File: config.mk
export PLATFORM = sky130hd
export DESIGN_NAME = slurm32_mem_arbiter
export DESIGN_NICKNAME = d
export VERILOG_FILES = /design/src/rtl/slurm32_mem_arbiter.sv
export SDC_FILE = /design/constraint.sdc
export NUM_CORES = 1
export LEC_CHECK = 0
export BUFFER_PORTS_ARGS = -buffer_cell sky130_fd_sc_hd__buf_2
export CELL_PAD_IN_SITES_DETAIL_PLACEMENT = 2
export CELL_PAD_IN_SITES_GLOBAL_PLACEMENT = 2
export CORE_ASPECT_RATIO = 0.8
export CORE_UTILIZATION = 28
export DETAILED_ROUTE_END_ITERATION = 8
export GPL_TIMING_DRIVEN = 0
export MAX_ROUTING_LAYER = met4
export PLACE_DENSITY = 0.95
export SLEW_MARGIN = 25
export SYNTH_ARGS = -nofsm -noshare
export SYNTH_HDL_FRONTEND = slang
export SYNTH_SLANG_ARGS = --single-unit
File: constraint.sdc
create_clock -name CLK -period 5.7 [get_ports CLK]
set_clock_uncertainty 0.1 [all_clocks]
set_input_delay 0.57 -clock CLK [delete_from_list [all_inputs] [get_ports CLK]]
set_output_delay 0.57 -clock CLK [all_outputs]
set_load 0.02 [all_outputs]
File: src/rtl/slurm32_mem_arbiter.sv
// slurm32_mem_arbiter: shares the 32-bit memory bus between instruction fetch and load/store,
// giving load/store priority while bounding how long fetch can be starved.
module slurm32_mem_arbiter #(
   parameter int ADDRESS_BITS = 32,
   parameter int BITS = 32,
   parameter int STARVE_LIMIT = 4
) (
   input  logic                    CLK,
   input  logic                    RSTb,
   input  logic                    fetch_req,
   input  logic [ADDRESS_BITS-1:0] fetch_addr,
   input  logic                    fetch_flush,
   output logic                    fetch_valid,
   output logic [BITS-1:0]         fetch_data,
   input  logic                    ls_load,
   input  logic                    ls_store,
   input  logic [ADDRESS_BITS-1:0] ls_addr,
   input  logic [BITS-1:0]         ls_wdata,
   input  logic [3:0]              ls_mask,
   output logic                    ls_valid,
   output logic [BITS-1:0]         ls_rdata,
   output logic                    ls_stall,
   output logic                    mem_req,
   output logic                    mem_wr,
   output logic [ADDRESS_BITS-1:0] mem_addr,
   output logic [BITS-1:0]         mem_wdata,
   output logic [3:0]              mem_mask,
   input  logic                    mem_ack,
   input  logic                    mem_rvalid,
   input  logic [BITS-1:0]         mem_rdata
);

   typedef enum logic [2:0] {IDLE, LS_ACK, LS_DATA, F_ACK, F_DATA} state_t;

   localparam logic [ADDRESS_BITS-1:0] WORD_MASK = ~ADDRESS_BITS'(3);

   state_t state, state_n;
   logic [3:0] streak, streak_n;
   logic flush_q, flush_n;
   logic mem_req_n, mem_wr_n, ls_valid_n, fetch_valid_n;
   logic [ADDRESS_BITS-1:0] mem_addr_n;
   logic [BITS-1:0] mem_wdata_n, ls_rdata_n, fetch_data_n;
   logic [3:0] mem_mask_n;
   logic ls_any, ls_go, f_go;

   // A load/store in its own valid cycle cannot be re-granted, but still holds off fetch
   assign ls_any = ls_load | ls_store;
   assign ls_go = ls_any & ~ls_valid;
   assign f_go = fetch_req & ~fetch_valid & ~fetch_flush & (~ls_any | streak == 4'(STARVE_LIMIT));
   assign ls_stall = ls_any & ~ls_valid;

   always_comb begin
      state_n = state;
      streak_n = streak;
      flush_n = flush_q;
      mem_req_n = mem_req;
      mem_wr_n = mem_wr;
      mem_addr_n = mem_addr;
      mem_wdata_n = mem_wdata;
      mem_mask_n = mem_mask;
      ls_valid_n = 1'b0;
      fetch_valid_n = 1'b0;
      ls_rdata_n = ls_rdata;
      fetch_data_n = fetch_data;
      case (state)
         IDLE: begin
            flush_n = 1'b0;
            if (f_go) begin
               state_n = F_ACK;
               mem_req_n = 1'b1;
               mem_wr_n = 1'b0;
               mem_addr_n = fetch_addr & WORD_MASK;
               mem_mask_n = 4'hF;
               streak_n = 4'd0;
            end else if (ls_go) begin
               state_n = LS_ACK;
               mem_req_n = 1'b1;
               mem_wr_n = ls_store;
               mem_addr_n = ls_addr & WORD_MASK;
               mem_wdata_n = ls_wdata;
               mem_mask_n = ls_store ? ls_mask : 4'hF;
               streak_n = ~fetch_req ? 4'd0 : streak == 4'(STARVE_LIMIT) ? streak : streak + 4'd1;
            end
         end
         LS_ACK: if (mem_ack) begin
            mem_req_n = 1'b0;
            mem_wr_n = 1'b0;
            ls_valid_n = mem_wr;
            state_n = mem_wr ? IDLE : LS_DATA;
         end
         LS_DATA: if (mem_rvalid) begin
            ls_rdata_n = mem_rdata;
            ls_valid_n = 1'b1;
            state_n = IDLE;
         end
         F_ACK: begin
            flush_n = flush_q | fetch_flush;
            if (mem_ack) begin
               mem_req_n = 1'b0;
               mem_wr_n = 1'b0;
               state_n = F_DATA;
            end
         end
         F_DATA: begin
            flush_n = flush_q | fetch_flush;
            if (mem_rvalid) begin
               fetch_data_n = mem_rdata;
               fetch_valid_n = ~(flush_q | fetch_flush);
               state_n = IDLE;
            end
         end
         default: state_n = IDLE;
      endcase
   end

   always_ff @(posedge CLK) begin
      if (!RSTb) begin
         state <= IDLE;
         streak <= 4'd0;
         flush_q <= 1'b0;
         mem_req <= 1'b0;
         mem_wr <= 1'b0;
         mem_addr <= '0;
         mem_wdata <= '0;
         mem_mask <= 4'd0;
         ls_valid <= 1'b0;
         fetch_valid <= 1'b0;
         ls_rdata <= '0;
         fetch_data <= '0;
      end else begin
         state <= state_n;
         streak <= streak_n;
         flush_q <= flush_n;
         mem_req <= mem_req_n;
         mem_wr <= mem_wr_n;
         mem_addr <= mem_addr_n;
         mem_wdata <= mem_wdata_n;
         mem_mask <= mem_mask_n;
         ls_valid <= ls_valid_n;
         fetch_valid <= fetch_valid_n;
         ls_rdata <= ls_rdata_n;
         fetch_data <= fetch_data_n;
      end
   end

endmodule

# After elaboration in Yosys (flattened, before gate mapping)

Cells that the tools add are included.

Bits in writable memories: 0
Memory bits (read-only): 0
Memories kept: 0
Latch bits: 0
Input bits: 140
Word-level logic and storage cells: 79
Output and inout port bits: 137
Register bits after elaboration: 144

Shift-type cells: 0
Add/sub/neg operators: 1
Order comparisons: 0
Eq/ne operators: 11
Reduce and logical (&&, ||, !) cells: 15
Multipliers: 0
Divide/modulo/power cells: 0
Mux-type cells: 27
Bitwise logic cells: 13

Operator list:

| operator                                                               | count |
|---|---|
| 32-bit 2-to-1 mux                                                      | 2 |
| 4-bit 2-to-1 mux                                                       | 7 |
| 3-bit 2-to-1 mux                                                       | 5 |
| 3-bit one-hot mux with 4 select lines                                  | 1 |
| 3-bit AND reduction                                                    | 4 |
| 1-bit one-hot mux with 2 select lines                                  | 4 |
| 1-bit 2-to-1 mux                                                       | 7 |
| 3-bit by 2-bit equality test with 1-bit output (second input constant) | 2 |
| 3-bit != test (second input constant)                                  | 2 |
| 1-bit inverter                                                         | 6 |
| 2-bit AND reduction                                                    | 3 |
| 2-bit nonzero test                                                     | 3 |
| 2-bit OR reduction                                                     | 3 |
| 4-bit by 1-bit adder with 4-bit output (second input constant)         | 1 |
| 1-bit bitwise AND                                                      | 4 |
| 4-bit by 3-bit equality test with 1-bit output (second input constant) | 1 |
| 2-bit by 1-bit != test with 1-bit output (second input constant)       | 2 |
| 2-bit != test (second input constant)                                  | 2 |
| 4-bit AND reduction                                                    | 1 |
| 3-bit by 1-bit equality test with 1-bit output (second input constant) | 1 |
| 3-bit equality test (second input constant)                            | 1 |
| 3-bit zero test                                                        | 1 |
| 1-bit OR                                                               | 3 |
| 2-bit 2-to-1 mux                                                       | 1 |

# Depth between registers and ports, before layout

Gate-level depths: netlist of the first run.

Depth in word-level cells: 6
Depth in mapped cells: 8
Gate-level depth less buffers: 6

# Worst setup path after synthesis of the first run

Ideal clock, no wire load.

Path type: input-to-reg
Start: in fetch_req
End: reg mem_addr[10]
Arrival time: 1790 ps
Required time: 5474 ps
Buffers on the path: 1
Library setup time: 126 ps
Setup slack: 3685 ps
Stages: 5
Cells stage by stage: nor3b_1 -> o21ai_2 -> a21oi_2 -> buf_2 -> a31oi_1

Word-level cells in the longest chain between the ends: 5
Elaborated cells on any way between the ends: 6
Classes of those cells: mux: 1; bitwise: 3; reduce/logical: 2

RTL lines:

| element                           | RTL line | source |
|---|---|---|
| from (decl)                       | 10       | `input logic fetch_req,` |
| 1-bit bitwise AND * (3 in series) | 49       | `assign f_go = fetch_req & ~fetch_valid & ~fetch_flush & (~ls_any \| streak == 4'(STARVE_LIMIT));` |
| 2-bit nonzero test (no line)      | --       |  |
| 2-bit AND reduction (no line)     | --       |  |
| to (signal assigned)              | 136      | `mem_addr <= mem_addr_n;` |
| to (decl)                         | 25       | `output logic [ADDRESS_BITS-1:0] mem_addr,` |

Mark *: on every way between the ends. The rest lies on a longest branch, timed or not.
A chain may end at the register's enable or synchronous reset.

# Worst setup path in the final report of the first run

Start: in ls_load
End: out ls_stall

Word-level cells in the longest chain between the ends: 2

RTL lines:

| element           | RTL line | source |
|---|---|---|
| from (decl)       | 15       | `input logic ls_load,` |
| 1-bit OR          | 47       | `assign ls_any = ls_load \| ls_store;` |
| 1-bit bitwise AND | 50       | `assign ls_stall = ls_any & ~ls_valid;` |
| to (decl)         | 22       | `output logic ls_stall,` |

No other way between the ends.

==> results_dict.tcl, run 1 <==
set metrics [dict create \
    drv_slew 0 \
    worstSetupEndpointType "output pin" \
    die_w_um 167.0 \
    crit_path_max_incr_delay_ps 730 \
    route.detailed.drc 0 \
    tns_ps 0 \
    viasPerCell 4.933 \
    die_h_um 134.0 \
    grt_pass1_wl_mm 38.30 \
    reg2reg_setup_slack_ps 3180 \
    grt_pass1_vias 7030 \
    rr_worst_depth 8 \
    rsz0062_at_grt "false" \
    cp_data_arrival_time_ps 1850 \
    hpwl_mm 18.99 \
    cp-start-kind "input pin" \
    synthCells 735 \
    p_sw_share_pct 34.14 \
    grt-ovfl-total 0 \
    worst_ir_drop_vdd_mv 0.1366 \
    p_int_mw 2.053 \
    min_period_ps 2520 \
    pin_count 277 \
    reg2reg_from "streak[0]" \
    wl_mm 24.49 \
    grt_max_degree 17 \
    clock_sinks 142 \
    vias 6447 \
    drt_iter0_drc 185 \
    synth_area_um2 6097 \
    fin_crit_sh_pct 44.21 \
    drive_gt1_share_pct 33.08 \
    cts_buffers 17 \
    crit_fanout 9 \
    worst_pin_slew_ps 913.7 \
    setup_viol 0 \
    status "completed" \
    place.gp.congestion 0.8040 \
    nets 1166 \
    async_flop_share_pct 0 \
    hold_path_class "in2reg" \
    cap_violations 0 \
    root_buffer "clkbuf_16" \
    ys_ff_latch 142 \
    ant_nets 0 \
    ys_warn_count 0 \
    p_leak_nw 3.690 \
    comb_power_share_pct 25.3 \
    rows 47 \
    place_inst 1274 \
    initial_core_util_pct 29.04 \
    clk_latency_ps 420 \
    drt_first_pass_iters 4 \
    hold_slack_ps 275.4 \
    multiInputGateArea_um2 2959 \
    fin_ws_ps 3180 \
    antenna_found_initial 1 \
    post_cts_buffers 0 \
    clockBufferDepth 2 \
    reg2reg_to "mem_addr[3]" \
    p_seq_share_pct 37.6 \
    area_growth_pct 37.59 \
    htree_levels 4 \
    final_cell_count_no_fill 1307 \
    numPortBuffers 269 \
    die_area_um2 22370 \
    cp_common_cell "buf_2" \
    finalHoldViolations 0 \
    crit_required_ps 5030 \
    cts_hold_buf 0 \
    slew_headroom_pct 38.96 \
    cts_resized 0 \
    fmax_mhz 396.9 \
    avgSynthCellArea_um2 8.295 \
    clkPwrFrac_pct 37.2 \
    n_fill_cell 2478 \
    ys.flop_type "dfxtp_1" \
    crit_chain "buf_2 > o21bai_1 > inv_1 > buf_2" \
    synth_cell_types 53 \
    clk_pin_slew_worst_paths_ps 70 \
    worstSetupPathType "in2out" \
    crit_path_top_delay_cell "o21bai_1" \
    grt_usage_pct 22.60 \
    place_ws_ps 2870 \
    seq_area_frac_synth_pct 46.62 \
    worstSetupStartpoint "ls_load" \
    fin_util_pct 39.96 \
    synth_edf_count 0 \
    tritoncts "yes" \
    wl_per_cell_um 18.74 \
    worstSetupEndpoint "ls_stall" \
    p_switching_mw 1.064 \
    ff_latch_area_um2 2843 \
    core_area_um2 20990 \
    p_per_area_nw_per_um2 371.6 \
]
## Yosys cell counts (all sizes together) (2+ instances only)
cell type	instances	area [um^2]
o21ai	12	63.81
clkbuf	48	181.4
nand4	2	12.51
a21oi	4	27.53
mux2i	8	80.08
inv	3	11.26
a31oi	32	200.2
a21boi	96	758.2
nand3	7	35.03
dfxtp	142	2843
nand2	267	1012
nor2	5	18.77
nor3	4	20.02
and3	3	20.02
buf	14	106.3
o221ai	30	262.8
nand2b	31	193.9
ha	2	25.02
## layer usage
layer | GRT usage, % | wire, um | vias to the layer above
li1 | - | - | 3078
met1 | 25.79 | 10440 | 3163
met2 | 39.54 | 12430 | 179
met3 | 5.488 | 1308 | 27
met4 | 5.967 | 315 | 0
met5 | - | 0 | -
## layout by cell type (no fill, tap or decap), types with 3 or more instances in the layout
master	n
buf_2	276
nand2_1	263
dfxtp_1	142
a21boi_0	66
clkbuf_1	47
a31oi_1	32
nand2b_1	31
o221ai_1	30
a21boi_1	20
clkbuf_16	17
o21ai_0	10
a21boi_2	10
mux2i_1	8
nand3_1	7
buf_6	5
nor2_1	5
inv_8	5
nor3_1	4
nand2_2	4
inv_1	3
inv_6	3
## state kept, by name, summed over array words and instances, names as in the netlist, 3 cells and up
name        cells
mem_mask        4
mem_addr       30
mem_wdata      32
streak          4
state           3
ls_rdata       32
fetch_data     32
## critical path, delay by kind of cell
family	cells	cell delay, ps
AO/OA/AOI/OAI	1	730
buffers and inverters	3	540
## how the worst min path moves through the flow
| stage | start | to | cells past startpoint |
|---|---|---|---|
| after floorplan | streak[3] | streak[3] | 1 |
| after global placement | mem_req | mem_req | 2 |
| after detailed placement | mem_wdata[11] | mem_wdata[11] | 2 |
| after CTS | ls_wdata[26] | mem_wdata[26] | 3 |
| after global routing | ls_wdata[26] | mem_wdata[26] | 3 |
| final | ls_wdata[26] | mem_wdata[26] | 3 |
## power groups by stage
stage | sequential, mW | combinational (mW) | clock (mW)
after floorplan | 1.31 | 0.361 | 0
after global placement | 1.18 | 0.760 | 0
after detailed placement | 1.19 | 0.792 | 0
after CTS | 1.17 | 0.796 | 1.19
after global routing | 1.18 | 0.853 | 1.23
final | 1.17 | 0.787 | 1.16
## cell type report
| cell class | count | area share [%] |
|---|---|---|
| Inverter | 3 | 0.1342 |
| Sequential cell | 142 | 33.89 |
| Tap cell | 269 | 4.012 |
| Antenna cell | 1 | 0.02983 |
| Clock buffer | 17 | 5.071 |
| Clock inverter | 15 | 2.118 |
| Buffer | 62 | 3.430 |
| Timing Repair Buffer | 269 | 16.05 |
| Multi-Input combinational cell | 529 | 35.27 |
## through the flow
step                      area [um^2]  total power [mW]
after floorplan                  6101             1.674
after global placement           7784             1.944
after detailed placement         7784             1.985
after CTS                        8387             3.157
after global routing             8389             3.262
final                            8389             3.117
## logic make-up after synthesis
group,Yosys count,share of synthesized area (%)
compound gates,185,23.37
xor+xnor,1,0.1437
fa+ha+maj,2,0.4104
buf+inv,65,4.904
flops,142,46.62
mux,8,1.313
other cells,1,0.06150
simple gates,331,23.17
No activity file was read; power rests on OpenSTA's default activity.
==> inputs of run 2 (changes only) <==
- ABC_AREA: default -> 1
- CORE_UTILIZATION: 28 -> 21
- PLACE_DENSITY: 0.95 -> 0.85
- clock period: 5.7 -> 2.3 ns (I/O delays scaled with it)
==> results_dict.tcl, run 2 <==
set metrics [dict create \
    vias 6448 \
    drt_iter0_drc 134 \
    worstSetupEndpoint "mem_addr[2]" \
    drive_gt1_share_pct 29.86 \
    crit_required_ps 2510 \
    rows 53 \
    p_int_mw 6.409 \
    ff_latch_area_um2 2843 \
    grt_usage_pct 18.79 \
    clockBufferDepth 2 \
    worstSetupPathType "reg2reg" \
    final_cell_count_no_fill 1482 \
    ant_nets 0 \
    synth.top_cell.area_share_pct 50.41 \
    ys_warn_count 0 \
    grt-ovfl-total 0 \
    rsz0062_at_grt "false" \
    route.detailed.drc 0 \
    core_area_um2 26330 \
    tns_ps 0 \
    viasPerCell 4.351 \
    clk_pin_slew_worst_paths_ps 70 \
    synth_area_leaders "dfxtp_1 (50%), o21ai_0 (10%), nor2_1 (9.4%), nand2_1 (8.2%), a21oi_1 (6.7%)" \
    reg2reg_setup_slack_ps 260 \
    fin_util_pct 32.12 \
    cts_hold_buf 40 \
    p_switching_mw 5.014 \
    reg2reg_from "streak[0]" \
    n_fill_cell 3166 \
    p_leak_nw 4.073 \
    pin_count 277 \
    clk_latency_ps 420 \
    die_w_um 185.2 \
    cp_data_arrival_time_ps 2250 \
    ys_ff_latch 142 \
    drt_first_pass_iters 4 \
    wl_per_cell_um 16.89 \
    p_sw_share_pct 43.90 \
    synthCells 780 \
    cts_buffers 17 \
    synth_top_area_cell "dfxtp_1" \
    numPortBuffers 269 \
    drv_slew 0 \
    grt_pass1_wl_mm 38.23 \
    crit_fanout 10 \
    place.gp.congestion 0.7846 \
    yosysMostFrequentCell "dfxtp_1" \
    reg_top3 "fetch_data: 32 flops, ls_rdata: 32 flops, mem_wdata: 32 flops" \
    die_h_um 148.6 \
    worst_pin_slew_ps 595.9 \
    tritoncts "yes" \
    clkPwrFrac_pct 25.9 \
    post_cts_buffers 0 \
    layout_common_cells "buf_2 (280), dfxtp_1 (142), nor2_1 (141), nand2_1 (123), o21ai_0 (117)" \
    synth_area_um2 5639 \
    worstSetupStartpoint "streak[0]" \
    nets 1251 \
    avgSynthCellArea_um2 7.230 \
    grt_pass1_vias 7122 \
    async_flop_share_pct 0 \
    met2WireLength_mm 12.98 \
    status "completed" \
    fmax_mhz 489.5 \
    initial_core_util_pct 21.42 \
    wl_mm 25.04 \
    ys.flop_type "dfxtp_1" \
    met1_length_mm 10.44 \
    antenna_found_initial 3 \
    area_growth_pct 49.97 \
    layout_commonest_cell "buf_2" \
    rr_worst_depth 9 \
    die_area_um2 27520 \
    cap_violations 0 \
    place_inst 1407 \
    hold_path_class "in2reg" \
    finalHoldViolations 0 \
    worstSetupEndpointType "flip-flop" \
    slew_headroom_pct 60.28 \
    met3_length_um 815 \
    comb_power_share_pct 41.3 \
    htree_levels 4 \
    dr.max_layer_used "met4" \
    seq_area_frac_synth_pct 50.41 \
    synth_common_cells "dfxtp_1 (142), nor2_1 (141), nand2_1 (123)" \
    fin_crit_sh_pct 88.82 \
    multiInputGateArea_um2 2220 \
    p_per_area_nw_per_um2 1351 \
    reg2reg_to "mem_addr[2]" \
    setup_viol 0 \
    synth_cell_types 24 \
    grt_max_degree 17 \
    cts_resized 0 \
    root_buffer "clkbuf_16" \
    synth_edf_count 0 \
    clock_sinks 142 \
    worst_ir_drop_vdd_mv 0.4965 \
    min_period_ps 2043 \
    p_seq_share_pct 32.8 \
    hpwl_mm 18.56 \
    cp-start-kind "flip-flop" \
]
-- run 2: per-layer routing --
metal	GRT usage [%]	vias to the layer above
li1	-	3126
met1	20.52	3134
met2	33.27	141
met3	3.501	47
met4	8.017	0
met5	-	-
-- run 2: through the flow --
stage	hold slack, ps	cell area (um^2)	total power, mW	setup WS (ps)
5_1_grt	10.09	8457	12.20	2.731
6_report	14.38	8457	11.42	257.2
3_5_place_dp	337.7	7436	8.472	231.9
4_1_cts	0.2394	8449	11.57	220.0
3_3_place_gp	330.5	7436	8.233	320.3
2_1_floorplan	278.8	5643	6.609	687.5
-- run 2: worst min-delay path by stage --
stage,startpoint,to,slack (ps),cells after the start
after floorplan,ls_wdata[11],mem_wdata[11],280,2
after global placement,ls_rdata[29],ls_rdata[29],330,2
after detailed placement,ls_rdata[0],ls_rdata[0],340,2
after CTS,fetch_addr[17],mem_addr[17],0.2,5
after global routing,ls_wdata[13],mem_wdata[13],10,3
final,fetch_addr[17],mem_addr[17],10,5
-- run 2: cells by family after synthesis --
logic type	after synthesis	share of synthesized area [%]
and+or+nand+nor	292	20.46
AOI/OAI and AO/OA	206	18.33
DFF	142	50.41
buffers and inverters	137	10.29
adders and majority gates	2	0.4437
other	1	0.06650
-- run 2: worst max-delay path, cell delays in order, from the launching register on --
cell	delay (ps)
dfxtp_1	410
inv_1	80
ha_1	200
nand3_1	100
nand2_1	100
nand3_1	150
nand2_2	120
clkbuf_1	250
o21ai_0	330
nor2_1	80
-- run 2: area by class of cell --
type,instances,area share [%]
flip-flops and latches,142,33.61
multi-input cells,502,26.25
repair buffers,309,20.65
well taps,357,5.282
clock buffers,17,5.030
inverters,86,3.817
plain buffers,51,3.048
clock inverters,15,2.219
diodes,3,0.08877
-- run 2: power by group through the flow --
stage / registers [mW] / clock network (mW) / logic, mW
after floorplan: 4.67 / 0 / 1.94
after global placement: 3.73 / 0 / 4.50
after detailed placement: 3.79 / 0 / 4.68
after CTS: 3.74 / 3.05 / 4.77
after global routing: 3.84 / 3.15 / 5.21
final: 3.75 / 2.95 / 4.72
